`src/rtl/gpio_pkg.sv`:
```
// Shared definitions for the GPIO port controller: register map,
// register-select decode and edge-mode encodings.
package gpio_pkg;

    localparam int BUS_W  = 32;
    localparam int ADDR_W = 5;

    // Byte offsets of the register map.
    localparam logic [ADDR_W-1:0] OFF_DOUT   = 5'h00;
    localparam logic [ADDR_W-1:0] OFF_DIN    = 5'h04;
    localparam logic [ADDR_W-1:0] OFF_DIR    = 5'h08;
    localparam logic [ADDR_W-1:0] OFF_IE     = 5'h0C;
    localparam logic [ADDR_W-1:0] OFF_MODE   = 5'h10;
    localparam logic [ADDR_W-1:0] OFF_STATUS = 5'h14;
    localparam logic [ADDR_W-1:0] OFF_TOGGLE = 5'h18;
    localparam logic [ADDR_W-1:0] OFF_RSVD   = 5'h1C;

    // Register index, i.e. addr[4:2].
    typedef enum logic [2:0] {
        REG_DOUT   = 3'd0,
        REG_DIN    = 3'd1,
        REG_DIR    = 3'd2,
        REG_IE     = 3'd3,
        REG_MODE   = 3'd4,
        REG_STATUS = 3'd5,
        REG_TOGGLE = 3'd6,
        REG_RSVD   = 3'd7
    } gpio_reg_e;

    // Per-pin MODE bit encoding.
    localparam logic MODE_RISING  = 1'b0;
    localparam logic MODE_FALLING = 1'b1;

    // Byte address to register index; the two low address bits are ignored.
    function automatic gpio_reg_e reg_sel(input logic [ADDR_W-1:0] a);
        return gpio_reg_e'(a[4:2]);
    endfunction

endpackage

```
`src/rtl/gpio_sync.sv`:
```
// Multi-stage synchronizer bringing asynchronous pin inputs into the clk domain.
module gpio_sync
    import gpio_pkg::*;
#(
    parameter int WIDTH       = 10,
    parameter int SYNC_STAGES = 2
) (
    input  logic             clk,
    input  logic             rst,
    input  logic [WIDTH-1:0] i_async,
    output logic [WIDTH-1:0] o_sync
);

    logic [WIDTH-1:0] r_chain [SYNC_STAGES];

    // Shift the pin values down the flop chain; stage 0 is the metastable one.
    always_ff @(posedge clk or posedge rst) begin
        if (rst) begin
            for (int i = 0; i < SYNC_STAGES; i++) begin
                r_chain[i] <= '0;
            end
        end else begin
            r_chain[0] <= i_async;
            for (int i = 1; i < SYNC_STAGES; i++) begin
                r_chain[i] <= r_chain[i-1];
            end
        end
    end

    assign o_sync = r_chain[SYNC_STAGES-1];

endmodule

```
`src/rtl/gpio_port_ctrl.sv`:
```
// GPIO port controller: register file, output/direction drive, synchronized
// inputs with per-pin rising/falling edge capture into a W1C status register,
// and a level interrupt.
//
// Bus handshake: we and re are single-cycle strobes with no back-pressure.
// A write commits on the clk edge where we=1. A read samples the register on
// the edge where re=1 and presents it on rdata with rvalid=1 for exactly the
// following cycle; rdata is 0 whenever rvalid is 0. With we and re together
// the read returns the contents from before the write.
module gpio_port_ctrl
    import gpio_pkg::*;
#(
    parameter int WIDTH       = 10,
    parameter int SYNC_STAGES = 2
) (
    input  logic              clk,
    input  logic              rst,
    input  logic              we,
    input  logic              re,
    input  logic [ADDR_W-1:0] addr,
    input  logic [BUS_W-1:0]  wdata,
    output logic [BUS_W-1:0]  rdata,
    output logic              rvalid,
    input  logic [WIDTH-1:0]  GPIO_Port_In,
    output logic [WIDTH-1:0]  GPIO_Port_Out,
    output logic [WIDTH-1:0]  GPIO_Port_OE,
    output logic              irq
);

    // Architectural registers.
    logic [WIDTH-1:0] r_dout;
    logic [WIDTH-1:0] r_dir;
    logic [WIDTH-1:0] r_ie;
    logic [WIDTH-1:0] r_mode;
    logic [WIDTH-1:0] r_status;

    // Edge detection and read path state.
    logic [WIDTH-1:0] r_edge_dly;
    logic [BUS_W-1:0] r_rdata;
    logic             r_rvalid;

    // Decode and datapath wires.
    gpio_reg_e        w_sel;
    logic [WIDTH-1:0] w_sync;
    logic [WIDTH-1:0] w_wdata;
    logic [WIDTH-1:0] w_rise;
    logic [WIDTH-1:0] w_fall;
    logic [WIDTH-1:0] w_edge;
    logic [WIDTH-1:0] w_clr;
    logic [WIDTH-1:0] w_status_next;
    logic [BUS_W-1:0] w_rd_mux;
    logic             w_unused_bits;

    gpio_sync #(
        .WIDTH       (WIDTH),
        .SYNC_STAGES (SYNC_STAGES)
    ) u_sync (
        .clk     (clk),
        .rst     (rst),
        .i_async (GPIO_Port_In),
        .o_sync  (w_sync)
    );

    assign w_sel   = reg_sel(addr);
    assign w_wdata = wdata[WIDTH-1:0];

    // Upper write-data bits and byte-lane address bits carry no meaning here.
    assign w_unused_bits = ^{wdata, addr[1:0]};

    // Edge detect: synchronized value against one more cycle of delay.
    assign w_rise = w_sync & ~r_edge_dly;
    assign w_fall = ~w_sync & r_edge_dly;

    // Select the edge type per pin from MODE.
    always_comb begin
        w_edge = '0;
        for (int i = 0; i < WIDTH; i++) begin
            w_edge[i] = (r_mode[i] == MODE_FALLING) ? w_fall[i] : w_rise[i];
        end
    end

    // W1C clear mask; a detected edge overrides a clear of the same bit.
    assign w_clr         = (we && (w_sel == REG_STATUS)) ? w_wdata : '0;
    assign w_status_next = (r_status & ~w_clr) | w_edge;

    // Read mux over current (pre-write) register contents, zero-extended.
    always_comb begin
        w_rd_mux = '0;
        case (w_sel)
            REG_DOUT:   w_rd_mux = BUS_W'(r_dout);
            REG_DIN:    w_rd_mux = BUS_W'(w_sync);
            REG_DIR:    w_rd_mux = BUS_W'(r_dir);
            REG_IE:     w_rd_mux = BUS_W'(r_ie);
            REG_MODE:   w_rd_mux = BUS_W'(r_mode);
            REG_STATUS: w_rd_mux = BUS_W'(r_status);
            default:    w_rd_mux = '0;
        endcase
    end

    // Register writes; DIN, TOGGLE readback and the reserved slot hold no state.
    always_ff @(posedge clk or posedge rst) begin
        if (rst) begin
            r_dout   <= '0;
            r_dir    <= '0;
            r_ie     <= '0;
            r_mode   <= '0;
            r_status <= '0;
        end else begin
            r_status <= w_status_next;
            if (we) begin
                case (w_sel)
                    REG_DOUT:   r_dout <= w_wdata;
                    REG_DIR:    r_dir  <= w_wdata;
                    REG_IE:     r_ie   <= w_wdata;
                    REG_MODE:   r_mode <= w_wdata;
                    REG_TOGGLE: r_dout <= r_dout ^ w_wdata;
                    default:    ;
                endcase
            end
        end
    end

    // Delay flop for edge detection; zero at reset so a pin held high reports a rising edge.
    always_ff @(posedge clk or posedge rst) begin
        if (rst) begin
            r_edge_dly <= '0;
        end else begin
            r_edge_dly <= w_sync;
        end
    end

    // Registered read response: one-cycle latency, rdata forced to 0 when not valid.
    always_ff @(posedge clk or posedge rst) begin
        if (rst) begin
            r_rdata  <= '0;
            r_rvalid <= 1'b0;
        end else begin
            r_rvalid <= re;
            r_rdata  <= re ? w_rd_mux : '0;
        end
    end

    assign rdata         = r_rdata;
    assign rvalid        = r_rvalid;
    assign GPIO_Port_Out = r_dout;
    assign GPIO_Port_OE  = r_dir;
    assign irq           = |(r_status & r_ie);

endmodule

```
`config.mk`:
```
export PLATFORM = sky130hd
export DESIGN_NAME = gpio_port_ctrl
export DESIGN_NICKNAME = d
export VERILOG_FILES = /design/src/rtl/gpio_pkg.sv /design/src/rtl/gpio_sync.sv /design/src/rtl/gpio_port_ctrl.sv
export SDC_FILE = /design/constraint.sdc
export NUM_CORES = 1
export LEC_CHECK = 0
export ABC_AREA = 1
export CORE_MARGIN = 3
export CORE_UTILIZATION = 49
export CTS_CLUSTER_DIAMETER = 150
export DETAILED_ROUTE_END_ITERATION = 10
export GPL_ROUTABILITY_DRIVEN = 0
export PLACE_DENSITY = 0.79
export SYNTH_ARGS = -nofsm -noshare
export SYNTH_HDL_FRONTEND = slang
export SYNTH_SLANG_ARGS = --single-unit
```
`constraint.sdc`:
```
create_clock -name clk -period 4 [get_ports clk]
set_clock_uncertainty 0.1 [all_clocks]
set_input_delay 0.8 -clock clk [delete_from_list [all_inputs] [get_ports clk]]
set_output_delay 0.8 -clock clk [all_outputs]
set_load 0.05 [all_outputs]
```
==> results.txt, run 1 <==
----------------------------------------------------
[Setup path]
  CP delay by family, top ... buffers and inverters
  Worst r2r src ... GPIO_Port_Out[2]
  Worst EP arrival ... 2040 ps
  Delay of the slowest critical-path stage ... 710 ps
  CP required ... 3100 ps
  Category of the critical setup timing path ... reg -> out
  R2R setup slack ... 2920 ps
  Worst r2r dst ... rdata[2]
  Type of element launching the critical path ... flip-flop
  Critical Path Most Common Cell ... nand2_1
  Endpoint kind of the worst setup timing path ... output port
  Crit path max fanout ... 3
  Cell with the largest stage delay on the worst path ... clkdlybuf4s50_1
  CP Buf/Inv Count ... 1
  Cell Chain, Critical Path ... nand2_1, nand2_1, a211oi_1, nand2_1, clkdlybuf4s50_1
  Worst r2r path cells ... 4

[STA]
  Count of final max-slew check failures ... 0
  Final worst path period need ... 2940 ps
  Finish-stage setup viols ... 0
  Total negative slack ... 0 ps
  Count of endpoints failing hold in the final timing report ... 0
  Maximum clock frequency ... 340 MHz
  Share of the cycle needed by the critical path after routing ... between 70 and 80%
  Slack of the critical path ... approximately 1100 ps
  Worst-Margin Slew ... roughly 850 ps
  Setup repair after global routing missed its margin ... no
  Normalized max-slew margin ... 42.9%

[Global routing]
  Layer carrying the most global-route usage ... met2
  Largest net degree at the start of global routing ... 47
  Antenna violations before repair ... 0
  Global Route Usage Sum ... about a fifth
  Met3 track utilization from global routing ... 5.40%
  Global Route met2 Usage ... 35.2%
  Remaining global-route overflow ... 0
  Vias in the first global route ... about 3.3k
  Global-route wire length before repair ... 16100 um
  Met1 capacity usage during global routing ... 25.5%

[Synth]
  Synth Flop Type ... dfrtp_1
  Synthesized netlist cell count ... 475
  Post-synthesis area per instance ... 8.98 um2
  Sequential fraction of the synthesis area ... between 50% and 60%
  Yosys warns ... 0
  Count of flip-flops with a built-in enable after synthesis ... 0
  Yosys reg bits ... roughly 90
  Share of synthesized flip-flops with an asynchronous set or reset ... 100%
  Unique cell type count in the Yosys netlist ... 25
  Combined area of all synthesized cells ... 4260 um2

[Power]
  Worst IR drop on VDD ... ~0.27 mV
  Total power per unit cell area ... 487 nW/um2
  Total leakage power ... 2.33 nW

[Route]
  Drt first-iter violations ... 272
  Routed Antenna Nets ... 0
  Detailed Routing Iterations Pass 1 ... 5
  Wire length after detailed routing ... 10000 um
  Vias per std cell ... approximately 5.6
  Number of remaining DRC errors ... 0
  Routed vias ... between 3k and 4k
  Wire length per cell ... 15.8 um

[Clock network]
  Maximum clock insertion buffer count ... 2
  CTS Root Cell ... clkbuf_8
  H-tree depth ... 3
  Total clock buffers created by CTS ... 9
  Clock input transition at the sequential cells of the worst setup and hold paths ... roughly 80 ps
  Clock Latency Late Sink ... between 300 and 400 ps
  Setup bufs post-CTS ... 0
  Post-cts gate resize count ... 0
  # hold bufs at CTS ... 0
  TritonCTS clock tree ... done
  # clock sinks ... 91

[Cells and area]
  Count of placed standard cells in the final layout, fillers left out ... 632
  Post-layout instance area ... ~5000 um2
  Area delta synth->final ... 17.2%
  Number of antenna cells inserted ... 0
  Fraction of final layout cells with drive strength greater than 1 ... 7.97%
  Final-stage net count ... 573
  Fin util ... 59.9%

[Worst hold path]
  Min-Delay Endpoint ... u_sync.o_sync[0]
  Hold Startpoint ... u_sync.r_chain[10]
  Cell depth of the worst hold path ... 0
  Min-delay worst type ... reg -> reg

[Placed design]
  Number of buffers inserted by port buffering ... 58
  Total instance count after detailed placement ... 616
  HPWL Detailed ... ~6700 um
  Instance area at placement ... 4770 um2
  Minimum setup slack after placement ... just under 900 ps

[Floorplanning]
  Core box area ... approximately 8300 um2
  Full die area ... 9860 um2
  I/O pins ... 105
  Effective utilization at floorplan ... about half
  Die extent in x ... 99.3 um
  Vert. Die Dim ... about 99 um
  Row Count ... 33

[Outcome]
  Run status ... finished clean

[Run]
  MaxCap Viol Count ... 0

----------------------------------------------------
## metal layers
metal / share of wire, % / vias up / wire length, um
met5: 0 / - / 0
met4: 2.9 / 0 / 291
met3: 8.3 / 26 / 825
met2: 49 / 182 / 4930
met1: 40 / 1687 / 3960
li1: - / 1622 / -
## cells in the final DEF, fill, tap and decap left out, types with 2 or more instances in the layout
| cell type | instances |
|---|---|
| conb_1 | 22 |
| nand2_1 | 127 |
| nand4_1 | 40 |
| o21ai_2 | 10 |
| nand3_1 | 26 |
| o21a_1 | 2 |
| xnor2_1 | 10 |
| or3_1 | 2 |
| clkbuf_8 | 13 |
| o211ai_1 | 8 |
| inv_1 | 28 |
| nand3_2 | 2 |
| clkdlybuf4s50_1 | 58 |
| a21oi_1 | 10 |
| nor2_1 | 18 |
| clkinv_2 | 2 |
| o21ai_1 | 40 |
| inv_2 | 3 |
| buf_4 | 6 |
| dfrtp_1 | 91 |
## kinds of logic after synthesis
kind of cell	count (synthesis)	share of synthesized area [%]
other	1	0.0879
xor gates and xnor gates	10	2.05
and+or+nand+nor	217	23.2
AOI/OAI and AO/OA	72	10.1
DFF	91	53.4
buffers and inverters	84	11.2
## metrics by stage
step	power, W	hold WS (ps)
global placement	0.00176	234
finish	0.00243	252
detailed placement	0.00178	236
CTS	0.00244	255
floorplan	0.00159	231
global route	0.00254	261
## final cells by class
type                       count  area, um2
fill                         707       3340
timing repair buffer          65        646
tap                          105        131
sequential                    91       2280
clock inverter                 3       43.8
clock buffer                  13        179
inverter                      34        131
multi-input combinational    321       1590
## worst max-delay path by stage
stage	startpoint	endpoint	slack, ps	cells past startpoint
CTS	r_ie[3]	irq	1080	5
global route	r_ie[3]	irq	980	5
floorplan	rst	GPIO_Port_OE[0]	740	1
detailed placement	addr[3]	GPIO_Port_Out[6]	870	7
finish	r_status[9]	irq	1060	5
global placement	addr[4]	r_mode[9]	920	5
## sequential cells by signal, indices dropped and copies added (netlist names)
| signal | cells |
|---|---|
| GPIO_Port_OE | 10 |
| GPIO_Port_Out | 10 |
| r_edge_dly | 10 |
| r_ie | 10 |
| r_mode | 10 |
| r_status | 10 |
| rdata | 10 |
| u_sync.o_sync | 10 |
| u_sync.r_chain | 10 |
| rvalid | 1 |
## cell usage after synthesis (2+ instances only)
master / count / area, um2
nand2_1: 127 / 477
dfrtp_1: 91 / 2280
nand4_1: 40 / 250
o21ai_1: 40 / 200
inv_1: 29 / 109
buf_4: 26 / 195
nand3_1: 26 / 130
buf_2: 19 / 95.1
nor2_1: 18 / 67.6
a21oi_1: 10 / 50.1
o21ai_2: 10 / 87.6
xnor2_1: 10 / 87.6
o211ai_1: 8 / 60.1
buf_6: 5 / 56.3
inv_2: 3 / 11.3
nand3_2: 2 / 20.0
o21a_1: 2 / 15.0
or3_1: 2 / 12.5
## power breakdown
| group | total (W) | switching (W) | internal (W) | leakage (nW) |
|---|---|---|---|---|
| clock network | 0.000667 | 0.000310 | 0.000357 | 0.116 |
| registers | 0.00113 | 0.0000982 | 0.00103 | 1.09 |
| logic | 0.000638 | 0.000428 | 0.000210 | 1.12 |
Power figures use the tool's default switching activity.
==> run 2, diff against run 1 <==
Clock period 4 ns to 3 ns, I/O delays scaled along.
==> run 2 against run 1 <==
Against the previous run:
- non-clock buffer count grew 8
- core utilization increased by 0.80 points
- setup slack got worse by 770 ps
- sequential power increased by 33%
- critical path type unchanged
- largest cell class unchanged
- first-iteration DRC count shrank 9.6%
- wire length down 2.6%
- sequential cell count stayed put
- largest power group unchanged
- via count is 1.1% lower
- clock-buffer cell count fell by 3
==> results.txt, run 2 (synthesized netlist as in run 1, its figures left out) <==
----------------------------------------------------
[Floorplanning]
  Vert. Die Dim ... 99.3 um (unchanged)
  I/O pins ... 105 (unchanged)
  Die extent in x ... 99.3 um (unchanged)
  Core box area ... 8340 um2 (unchanged)
  Row Count ... 33 (unchanged)
  Full die area ... 9860 um2 (unchanged)
  Effective utilization at floorplan ... 51.1% (unchanged)

[Cells and area]
  Fraction of final layout cells with drive strength greater than 1 ... 9.35% (+1.4 points)
  Final-stage net count ... 581 (+1.4%)
  Reg area ... 2280 um2 (unchanged)
  Most common library cell in the layout ignoring fill and taps ... nand2_1
  Multi-input gate area ... 1590 um2 (unchanged)
  Most frequent cells in the layout ... 127 x nand2_1, 91 x dfrtp_1, 58 x clkdlybuf4s50_1, 40 x nand4_1, 40 x o21ai_1
  Number of antenna cells inserted ... 0 (unchanged)
  Area delta synth->final ... 18.8%
  Fillers ... 714 (+0.99%)

[Power]
  Net load switching power ... 0.00112 W (+34%)
  Clock network fraction of design power ... 28.1% (+0.7 points)
  Internal ... 0.00215 W (+35%)
  Switching part of the total ... 34.3% (-0.041 points)
  Total power per unit cell area ... 647 nW/um2 (+33%)
  Total leakage power ... 2.36 nW (+1.2%)
  Sequential share of power ... 45.9% (-0.5 points)
  Part of the total power dissipated in combinational logic ... 26.0% (-0.2 points)
  Worst IR drop on VDD ... 0.348 mV (+29%)

[Run]
  MaxCap Viol Count ... 0 (unchanged)

[STA]
  Share of the cycle needed by the critical path after routing ... around 90%
  Normalized max-slew margin ... 60.5% (+18 points)
  Count of endpoints failing hold in the final timing report ... 0 (unchanged)
  Maximum clock frequency ... ~370 MHz
  Slack of the critical path ... 291 ps (-772 ps)
  Worst-Margin Slew ... 591 ps (-262 ps)
  Final worst path period need ... 2710 ps
  Finish-stage setup viols ... 0 (unchanged)
  Total negative slack ... 0 ps (unchanged)
  Count of final max-slew check failures ... 0 (unchanged)
  Setup repair after global routing missed its margin ... no

[Setup path]
  Delay of the slowest critical-path stage ... 710 ps (about the same)
  Crit path max fanout ... 3 (unchanged)
  Category of the critical setup timing path ... reg -> out
  CP required ... 2300 ps (-800 ps)
  Critical Path Most Common Cell ... nand2_1
  Type of element launching the critical path ... flip-flop
  Cell Chain, Critical Path ... nand2_1, nand2_1, a211oi_1, nand2_1, clkdlybuf4s50_1
  Endpoint kind of the worst setup timing path ... output port
  Cell with the largest stage delay on the worst path ... clkdlybuf4s50_1
  Worst EP arrival ... 2010 ps (-30 ps)

[Placed design]
  Number of buffers inserted by port buffering ... 58 (unchanged)
  Minimum setup slack after placement ... 513 ps (-360 ps)
  HPWL Detailed ... 6840 um (+2.5%)

[Clock network]
  Setup bufs post-CTS ... 0 (unchanged)
  Post-cts gate resize count ... 0 (unchanged)
  TritonCTS clock tree ... done
  CTS Root Cell ... clkbuf_8
  Clock Latency Late Sink ... 360 ps (about the same)
  # hold bufs at CTS ... 0 (unchanged)
  H-tree depth ... 3 (unchanged)
  Clock input transition at the sequential cells of the worst setup and hold paths ... 80 ps (about the same)
  Maximum clock insertion buffer count ... 2 (unchanged)
  Total clock buffers created by CTS ... 9 (unchanged)
  # clock sinks ... 91 (unchanged)

[Route]
  Wire length per cell ... 15.2 um (-3.8%)
  Detailed Routing Iterations Pass 1 ... 5 (unchanged)
  Routed vias ... 3480 (-1.1%)
  Routed Antenna Nets ... 0 (unchanged)
  Wire length after detailed routing ... 9740 um (-2.6%)
  Vias per std cell ... 5.44 (-2.3%)
  Number of remaining DRC errors ... 0 (unchanged)
  Drt first-iter violations ... 246 (-9.6%)

[Global routing]
  Vias in the first global route ... 3207 (-2.7%)
  Met1 capacity usage during global routing ... 26.5% (+1.0 points)
  Global Route met2 Usage ... 34.0% (-1.1 points)
  Global-route wire length before repair ... 15900 um (-1.2%)
  Global Route Usage Sum ... 20.3% (-0.48 points)
  Layer carrying the most global-route usage ... met2
  Met3 track utilization from global routing ... 3.93% (-1.5 points)
  Antenna violations before repair ... 0 (unchanged)
  Remaining global-route overflow ... 0 (unchanged)
  Largest net degree at the start of global routing ... 32 (-32%)

[Outcome]
  Run status ... finished clean

[Worst hold path]
  Min-delay worst type ... reg -> reg

----------------------------------------------------
-- run 2: metrics by stage --
stage	instances	total power (W)	cell area (um2)	utilization, %	hold WS, ps
after floorplan	496	0.00212	4350	-	231
after global placement	624	0.00236	4840	58.0	233
after detailed placement	624	0.00238	4840	58.0	235
after CTS	640	0.00330	5060	60.7	255
after global routing	640	0.00343	5060	60.7	263
final	640	0.00328	5060	60.7	254
-- run 2: area by class of cell --
type	count	area share (%)
Clock buffer	10	2.72
Clock inverter	6	1.75
Inverter	34	2.64
Multi-Input combinational cell	321	31.4
Sequential cell	91	45.0
Tap cell	105	2.59
Timing Repair Buffer	73	13.9
-- run 2: critical path, delay by kind of cell (launching register included) --
| kind | cells | cell delay, ps |
|---|---|---|
| AOI/OAI and AO/OA | 1 | 280 |
| DFF | 1 | 410 |
| and+or+nand+nor | 3 | 250 |
| buffers and inverters | 1 | 710 |
-- run 2: path summary, 6_finish.rpt --
kind	start	to	slack, ps	depth (start not counted)
worst max-delay path	r_ie[8]	irq	290	5
worst min-delay path	u_sync.r_chain[14]	u_sync.o_sync[4]	250	0
worst max register to register	GPIO_Port_Out[8]	rdata[8]	1830	4
worst min register to register	u_sync.r_chain[14]	u_sync.o_sync[4]	250	0
max in group asynchronous	rst	GPIO_Port_Out[9]	1670	3
min in group asynchronous	rst	u_sync.r_chain[14]	550	2
-- run 2: power groups by stage --
stage                     clock, W  sequential, W  combinational, W
after floorplan                  0        0.00173          0.000398
after global placement           0        0.00152          0.000835
after detailed placement         0        0.00153          0.000853
after global routing      0.000984        0.00153          0.000918
after CTS                 0.000937        0.00150          0.000857
final                     0.000919        0.00150          0.000852
-- run 2: metal layers --
metal,wire [um],vias to the layer above
li1,-,1647
met4,213,0
met1,4150,1667
met3,656,17
met5,0,-
met2,4720,149
